File: src/rtl/pipe_ctrl_n_pkg.sv
// Shared definitions for the pipeline controller.
//   - default geometry (stage count, EX stage index, address and counter widths)
//   - controller state encoding
//   - bit_range(): contiguous bit mask helper used to build the per-stage
//     hold/clear patterns
package pipe_ctrl_n_pkg;

   localparam int STAGES_DEF = 5;
   localparam int EX_IDX_DEF = 2;
   localparam int ADDR_W_DEF = 32;
   localparam int CNT_W_DEF  = 4;

   localparam logic [1:0] ST_RUN   = 2'd0;
   localparam logic [1:0] ST_STALL = 2'd1;
   localparam logic [1:0] ST_HALT  = 2'd2;

   // Mask with bits lo..hi set (inclusive), hi < 31.
   function automatic logic [31:0] bit_range(input int lo, input int hi);
      logic [31:0] upper;
      logic [31:0] lower;
      upper = (32'd1 << (hi + 1)) - 32'd1;
      lower = (32'd1 << lo) - 32'd1;
      return upper & ~lower;
   endfunction

endpackage

File: src/rtl/pipe_stall_cnt.sv
// Multi-cycle stall down-counter.
// Ports:
//   clk_100MHz  in   clock, rising edge
//   arst_n      in   asynchronous active-low reset, clears the count
//   load        in   load load_val (has priority over dec)
//   dec         in   decrement by one, saturating at zero
//   load_val    in   value to load
//   cnt         out  current count
// With neither load nor dec the count is frozen.
module pipe_stall_cnt
   import pipe_ctrl_n_pkg::*;
#(
   parameter int CNT_W = CNT_W_DEF
) (
   input  logic             clk_100MHz,
   input  logic             arst_n,
   input  logic             load,
   input  logic             dec,
   input  logic [CNT_W-1:0] load_val,
   output logic [CNT_W-1:0] cnt
);

   always_ff @(posedge clk_100MHz or negedge arst_n) begin
      if (!arst_n) begin
         cnt <= '0;
      end else if (load) begin
         cnt <= load_val;
      end else if (dec && (cnt != '0)) begin
         cnt <= cnt - CNT_W'(1);
      end
   end

endmodule

File: src/rtl/pipe_ctrl_n.sv
// Pipeline hazard / stall / jump controller.
// Ports:
//   clk_100MHz      in   clock, rising edge
//   arst_n          in   asynchronous active-low reset
//   hold_i          in   external system hold (freezes every stage)
//   ex_hold_risk_i  in   single-cycle data hazard from EX
//   ex_stall_req_i  in   multi-cycle stall request from EX
//   ex_stall_cnt_i  in   stall length in cycles, sampled with ex_stall_req_i
//   ex_jump_i       in   branch/jump taken in EX
//   ex_jump_addr_i  in   jump target
//   hold_o          out  per-stage freeze (bit i keeps stage register i)
//   clr_o           out  per-stage flush (bit i loads a bubble into stage i)
//   jump_ena_o      out  redirect PC this cycle
//   jump_addr_o     out  redirect target
//   busy_o          out  STALL/HALT state or jump pending
//
// state | meaning
// RUN   | normal flow; accepts jump, stall and hazard requests from EX
// STALL | multi-cycle stall in progress; counter counts remaining cycles
// HALT  | external hold; remembers RUN/STALL, counter frozen, jumps captured
//
// The first cycle after a hold behaves like the remembered state. If a jump
// was captured during the hold, that cycle is spent on the redirect instead
// and the stall counter stays frozen, so the stall length is still exact.
module pipe_ctrl_n
   import pipe_ctrl_n_pkg::*;
#(
   parameter int STAGES = STAGES_DEF,
   parameter int EX_IDX = EX_IDX_DEF,
   parameter int ADDR_W = ADDR_W_DEF,
   parameter int CNT_W  = CNT_W_DEF
) (
   input  logic              clk_100MHz,
   input  logic              arst_n,
   input  logic              hold_i,
   input  logic              ex_hold_risk_i,
   input  logic              ex_stall_req_i,
   input  logic [CNT_W-1:0]  ex_stall_cnt_i,
   input  logic              ex_jump_i,
   input  logic [ADDR_W-1:0] ex_jump_addr_i,
   output logic [STAGES-1:0] hold_o,
   output logic [STAGES-1:0] clr_o,
   output logic              jump_ena_o,
   output logic [ADDR_W-1:0] jump_addr_o,
   output logic              busy_o
);

   // Jump flushes the stages behind EX (not the PC itself).
   localparam logic [STAGES-1:0] JMP_CLR    = STAGES'(bit_range(1, EX_IDX));
   // Stall freezes PC..EX and bubbles the stage after EX.
   localparam logic [STAGES-1:0] STALL_HOLD = STAGES'(bit_range(0, EX_IDX));
   localparam logic [STAGES-1:0] STALL_CLR  = STAGES'(bit_range(EX_IDX + 1, EX_IDX + 1));
   // Hazard freezes everything ahead of EX and bubbles EX.
   localparam logic [STAGES-1:0] RISK_HOLD  = STAGES'(bit_range(0, EX_IDX - 1));
   localparam logic [STAGES-1:0] RISK_CLR   = STAGES'(bit_range(EX_IDX, EX_IDX));

   logic [1:0]        state, state_nx;
   logic [1:0]        ret_state, ret_nx;
   logic [1:0]        eff_state;
   logic              pend_vld, pend_nx;
   logic [ADDR_W-1:0] pend_addr, pend_addr_nx;
   logic              cnt_load, cnt_dec;
   logic [CNT_W-1:0]  cnt_load_val, cnt;

   assign eff_state    = (state == ST_HALT) ? ret_state : state;
   assign cnt_load_val = ex_stall_cnt_i - CNT_W'(1);

   pipe_stall_cnt #(.CNT_W(CNT_W)) u_stall_cnt (
      .clk_100MHz (clk_100MHz),
      .arst_n     (arst_n),
      .load       (cnt_load),
      .dec        (cnt_dec),
      .load_val   (cnt_load_val),
      .cnt        (cnt)
   );

   always_comb begin
      state_nx     = state;
      ret_nx       = ret_state;
      pend_nx      = pend_vld;
      pend_addr_nx = pend_addr;
      cnt_load     = 1'b0;
      cnt_dec      = 1'b0;
      hold_o       = '0;
      clr_o        = '0;
      jump_ena_o   = 1'b0;
      jump_addr_o  = '0;
      busy_o       = (state != ST_RUN) || pend_vld;

      if (hold_i) begin
         hold_o   = '1;
         state_nx = ST_HALT;
         if (state != ST_HALT) begin
            ret_nx = state;
         end
         if (ex_jump_i) begin
            pend_nx      = 1'b1;
            pend_addr_nx = ex_jump_addr_i;
         end
      end else if ((state == ST_HALT) && pend_vld) begin
         jump_ena_o  = 1'b1;
         jump_addr_o = pend_addr;
         clr_o       = JMP_CLR;
         pend_nx     = 1'b0;
         state_nx    = ret_state;
      end else if (eff_state == ST_STALL) begin
         hold_o   = STALL_HOLD;
         clr_o    = STALL_CLR;
         cnt_dec  = 1'b1;
         state_nx = (cnt <= CNT_W'(1)) ? ST_RUN : ST_STALL;
      end else begin
         state_nx = ST_RUN;
         if (ex_jump_i) begin
            jump_ena_o  = 1'b1;
            jump_addr_o = ex_jump_addr_i;
            clr_o       = JMP_CLR;
         end else if (ex_stall_req_i && (ex_stall_cnt_i != '0)) begin
            hold_o   = STALL_HOLD;
            clr_o    = STALL_CLR;
            cnt_load = 1'b1;
            state_nx = (ex_stall_cnt_i == CNT_W'(1)) ? ST_RUN : ST_STALL;
         end else if (ex_hold_risk_i) begin
            hold_o = RISK_HOLD;
            clr_o  = RISK_CLR;
         end
      end

      // Reset acts on the outputs immediately, not at the next edge.
      if (!arst_n) begin
         hold_o      = '0;
         clr_o       = '1;
         jump_ena_o  = 1'b0;
         jump_addr_o = '0;
         busy_o      = 1'b0;
      end
   end

   always_ff @(posedge clk_100MHz or negedge arst_n) begin
      if (!arst_n) begin
         state     <= ST_RUN;
         ret_state <= ST_RUN;
         pend_vld  <= 1'b0;
         pend_addr <= '0;
      end else begin
         state     <= state_nx;
         ret_state <= ret_nx;
         pend_vld  <= pend_nx;
         pend_addr <= pend_addr_nx;
      end
   end

endmodule

File: config.mk
export PLATFORM = sky130hd
export DESIGN_NAME = pipe_ctrl_n
export DESIGN_NICKNAME = d
export VERILOG_FILES = /design/src/rtl/pipe_ctrl_n_pkg.sv /design/src/rtl/pipe_stall_cnt.sv /design/src/rtl/pipe_ctrl_n.sv
export SDC_FILE = /design/constraint.sdc
export NUM_CORES = 1
export LEC_CHECK = 0
export CAP_MARGIN = 10
export CORE_MARGIN = 1.5
export CORE_UTILIZATION = 45
export CTS_BUF_LIST = sky130_fd_sc_hd__clkbuf_8 sky130_fd_sc_hd__clkbuf_16
export DETAILED_ROUTE_END_ITERATION = 7
export PLACE_DENSITY_LB_ADDON = 0.15
export SYNTH_ARGS = -nofsm -noshare
export SYNTH_HDL_FRONTEND = slang
export SYNTH_SLANG_ARGS = --single-unit
export TNS_END_PERCENT = 10
File: constraint.sdc
create_clock -name clk_100MHz -period 2.2 [get_ports clk_100MHz]
set_clock_uncertainty 0.05 [all_clocks]
set_input_delay 0.33 -clock clk_100MHz [delete_from_list [all_inputs] [get_ports clk_100MHz]]
set_output_delay 0.33 -clock clk_100MHz [all_outputs]
set_load 0.01 [all_outputs]
==> impl_metrics.prom <==
# TYPE chip_impl_metric gauge
chip_impl_info{name="status",value="finished with violations"} 1
chip_impl_info{name="violations",value="negative setup slack"} 1
chip_impl_metric{name="via_count",unit=""} 2314
chip_impl_info{name="critPathLaunchType",value="input pin"} 1
chip_impl_metric{name="globalRoute.totalOverflow",unit=""} 0
chip_impl_metric{name="yosys.area_share.adder",unit=""} 0.0308
chip_impl_metric{name="syn_area",unit="um2"} 2440
chip_impl_metric{name="timing.fmax",unit="GHz"} 0.448
chip_impl_info{name="final_common_cell",value="sky130_fd_sc_hd__nand2_1"} 1
chip_impl_info{name="synthFlopType",value="sky130_fd_sc_hd__dfrtp_1"} 1
chip_impl_metric{name="number_of_synthesized_flops_with_an_enable_pin",unit=""} 0
chip_impl_metric{name="ys_seq_area_frac",unit=""} 0.421
chip_impl_metric{name="global_route.usage.total",unit=""} 0.215
chip_impl_metric{name="power.density_cell_area",unit="nW/um2"} 783
chip_impl_metric{name="worst-r2r-cell-count",unit=""} 8
chip_impl_metric{name="filler_cell_count",unit=""} 403
chip_impl_metric{name="timing_hold_violations_final",unit=""} 0
chip_impl_metric{name="clk_pin_slew",unit="ns"} 0.08
chip_impl_metric{name="placeableCoreArea",unit="um2"} 5170
chip_impl_metric{name="initialDrtViolationCount",unit=""} 77
chip_impl_metric{name="initial_utilization",unit=""} 0.471
chip_impl_metric{name="critical_path_peak_fanout",unit=""} 3
chip_impl_metric{name="post-route-period-util",unit=""} 1.01
chip_impl_metric{name="wl",unit="um"} 6080
chip_impl_metric{name="syn_inst",unit=""} 273
chip_impl_metric{name="cts_sinks",unit=""} 41
chip_impl_metric{name="finish.net_count",unit=""} 426
chip_impl_metric{name="critical-path-max-stage-delay",unit="ns"} 0.46
chip_impl_metric{name="insertedDiodeCount",unit=""} 0
chip_impl_metric{name="synth.avg_cell_area",unit="um2"} 8.92
chip_impl_metric{name="yosys_warnings",unit=""} 0
chip_impl_metric{name="detail_route.wl_per_cell",unit="um"} 13.6
chip_impl_metric{name="detailedPlace.worstSlack",unit="ns"} -0.547
chip_impl_metric{name="site_rows",unit=""} 26
chip_impl_metric{name="drt.antenna.violating_nets",unit=""} 0
chip_impl_metric{name="cp_data_arrival_time",unit="ns"} 1.85
chip_impl_metric{name="period_needed",unit="ns"} 2.23
chip_impl_metric{name="post_synth_xor_area_fraction",unit=""} 0.00719
chip_impl_info{name="timing.critical_path.slowest_stage_cell",value="sky130_fd_sc_hd__clkdlybuf4s50_1"} 1
chip_impl_metric{name="synth_simple_gate_area_share",unit=""} 0.194
chip_impl_info{name="critical_path.endpoint_type",value="output port"} 1
chip_impl_metric{name="dp.final_hpwl",unit="um"} 4190
chip_impl_metric{name="postLayoutSetupSlackWorst",unit="ns"} -0.0298
chip_impl_metric{name="vias_per_cell",unit=""} 5.15
chip_impl_info{name="critPathLaunch",value="ex_jump_i"} 1
chip_impl_metric{name="post_route_drc_violation_count",unit=""} 0
chip_impl_metric{name="report.final.setup_viol",unit=""} 3
chip_impl_metric{name="place.port_buffers",unit=""} 85
chip_impl_metric{name="maximum_clock_path_buffer_count",unit=""} 2
chip_impl_metric{name="postSynth.asyncResetShare",unit=""} 1.00
chip_impl_info{name="cp_common_cell",value="sky130_fd_sc_hd__nor2_1"} 1
chip_impl_metric{name="cts_inserted_buffers",unit=""} 5
chip_impl_info{name="clock_tree_from_tritoncts",value="yes"} 1
chip_impl_metric{name="max-cap-violations",unit=""} 0
chip_impl_metric{name="routability_congestion_estimate_from_global_placement",unit=""} 0.748
chip_impl_info{name="cp_cell_sequence",value="clkdlybuf4s50_1 -> nand2b_1 -> nor2_1 -> nor2_1 -> a21oi_1 -> o21a_1 -> clkdlybuf4s15_1"} 1
chip_impl_info{name="rsz_0062_raised_after_global_routing",value="true"} 1
chip_impl_metric{name="initial_antenna_violation_count",unit=""} 0
chip_impl_metric{name="worst_slew_margin_rel",unit=""} 0.815
chip_impl_info{name="min-delay-path-class",value="in2async"} 1
chip_impl_metric{name="grt_max_degree",unit=""} 37
chip_impl_metric{name="synth.net_count",unit=""} 321
chip_impl_metric{name="fp.dieW",unit="um"} 76.6
chip_impl_info{name="critPathKind",value="in2out"} 1
chip_impl_metric{name="final.setup.tns",unit="ns"} -0.0647
chip_impl_metric{name="die_area",unit="um2"} 5860
chip_impl_metric{name="post_synthesis_register_bit_count",unit=""} 41
chip_impl_metric{name="io_pins",unit=""} 86
chip_impl_metric{name="clock_latency_on_the_worst_skew_pair",unit="ns"} 0.29
chip_impl_metric{name="syn_to_final_growth",unit="%"} 46.7
chip_impl_metric{name="muxShareOfSynthArea",unit=""} 0.162
chip_impl_metric{name="chipHeight",unit="um"} 76.6
chip_impl_metric{name="maxSlewViolCount",unit=""} 0
chip_impl_info{name="worstSetupEndpoint",value="hold_o[0]"} 1
chip_impl_metric{name="grt_first_pass_wirelength",unit="um"} 10200
chip_impl_metric{name="synth_compound_gate_area_share",unit=""} 0.130
chip_impl_metric{name="setup.reg_to_reg.worst_slack",unit="ns"} 0.36
chip_impl_metric{name="crit_required",unit="ns"} 1.82
chip_impl_metric{name="grt_pass1_vias",unit=""} 2211
chip_impl_info{name="rr_startpoint",value="state[1]"} 1
chip_impl_metric{name="synth.lib_cells_used.distinct",unit=""} 37
chip_impl_info{name="root_buffer",value="sky130_fd_sc_hd__clkbuf_8"} 1
chip_impl_metric{name="worst_slew_pin_tran",unit="ns"} 0.278
chip_impl_metric{name="drt-pass1-iter-count",unit=""} 4
chip_impl_metric{name="irDropWorstVdd",unit="V"} 0.000433
chip_impl_info{name="reg2reg_to",value="u_stall_cnt.cnt[1]"} 1
chip_impl_info{name="final_cell_mix",value="75 x sky130_fd_sc_hd__nand2_1, 42 x sky130_fd_sc_hd__clkdlybuf4s50_1, 41 x sky130_fd_sc_hd__dfrtp_1"} 1
chip_impl_metric{name="htree_levels",unit=""} 2
chip_impl_metric{name="final_layout_size_suffix_gt1_frac",unit=""} 0.311
chip_impl_metric{name="leakage",unit="nW"} 1.69
chip_impl_info{name="synth_top_family_by_area",value="simple AND/OR/NAND/NOR gates"} 1
-- routing by layer --
| metal | global-route usage | share of wire | vias to the layer above |
|---|---|---|---|
| li1 | - | - | 1127 |
| met1 | 0.273 | 0.45 | 1105 |
| met2 | 0.371 | 0.49 | 74 |
| met3 | 0.0323 | 0.049 | 8 |
| met4 | 0.0759 | 0.012 | 0 |
| met5 | 0 | 0 | - |
-- critical path: cells and delay by family --
kind	cells	cell delay [ns]
simple gates	3	0.49
compound gates	2	0.32
buf+inv	2	0.71
-- Yosys cell counts (all sizes together) (4+ instances only) --
library cell,instances,area (um2)
dfrtp,41,1030
nand2,76,285
nand2b,4,25.0
o21ai,7,38.8
mux2,33,375
clkbuf,7,26.3
nand3,5,37.5
inv,9,33.8
ha,6,75.1
nor2,12,61.3
buf,11,71.3
a21oi,39,195
-- registers in the layout (all words and copies together) (netlist names) --
name and cells:
state 2, pend_vld 1, ret_state 2, u_stall_cnt.cnt 4, pend_addr 32
-- area by class of cell --
class	instances	area (um2)	share of cell area
Tap cell	70	87.6	0.0245
Clock buffer	6	82.6	0.0231
Timing Repair Buffer	116	995	0.278
Clock inverter	2	33.8	0.00945
Sequential cell	41	1030	0.287
Multi-Input combinational cell	205	1320	0.368
Inverter	9	33.8	0.00945
-- where the power goes --
group          internal, mW  leakage, nW  switching, mW
clock network         0.365       0.0626          0.261
registers             0.904        0.485         0.0962
logic                 0.583         1.14          0.588
total                  1.85         1.69          0.945
-- cell families (layout without fill, tap and decap cells) --
family,Yosys count,in the layout
AND/OR/NAND/NOR,106,106
buffers and inverters,27,133
multiplexers,35,35
adder cells (fa/ha/maj),6,6
XOR/XNOR,2,2
flip-flops,41,41
AO/OA/AOI/OAI,56,56
-- worst min path at each step --
stage / startpoint / depth (start not counted) / to / slack, ns
final: arst_n / 2 / pend_vld / 0.09
after global routing: arst_n / 2 / pend_addr[26] / 0.14
after CTS: arst_n / 2 / ret_state[0] / 0.09
after detailed placement: arst_n / 1 / u_stall_cnt.cnt[2] / 0.16
after global placement: arst_n / 1 / u_stall_cnt.cnt[2] / 0.16
after floorplan: arst_n / 0 / pend_addr[0] / -0.02
-- metrics by stage --
step / std cells / cell area (um2) / hold WS [ns] / util / total power [mW]
after global placement: 434 / 3460 / 0.158 / 0.670 / 2.12
after detailed placement: 434 / 3460 / 0.163 / 0.670 / 2.15
after floorplan: 273 / 2440 / -0.0156 / - / 1.68
after global routing: 449 / 3570 / 0.136 / 0.691 / 2.98
after CTS: 447 / 3630 / 0.0945 / 0.702 / 2.80
final: 449 / 3570 / 0.0947 / 0.691 / 2.80
-- timing repair --
action                     4_1_cts  5_1_grt
setup endpoints to repair       39       40
hold buffers                     1        0
pin swaps                        4        2
hold endpoints to repair         3        0
resized for setup               85       55
buffers inserted                 4        2
No activity file was read; power rests on OpenSTA's default activity.
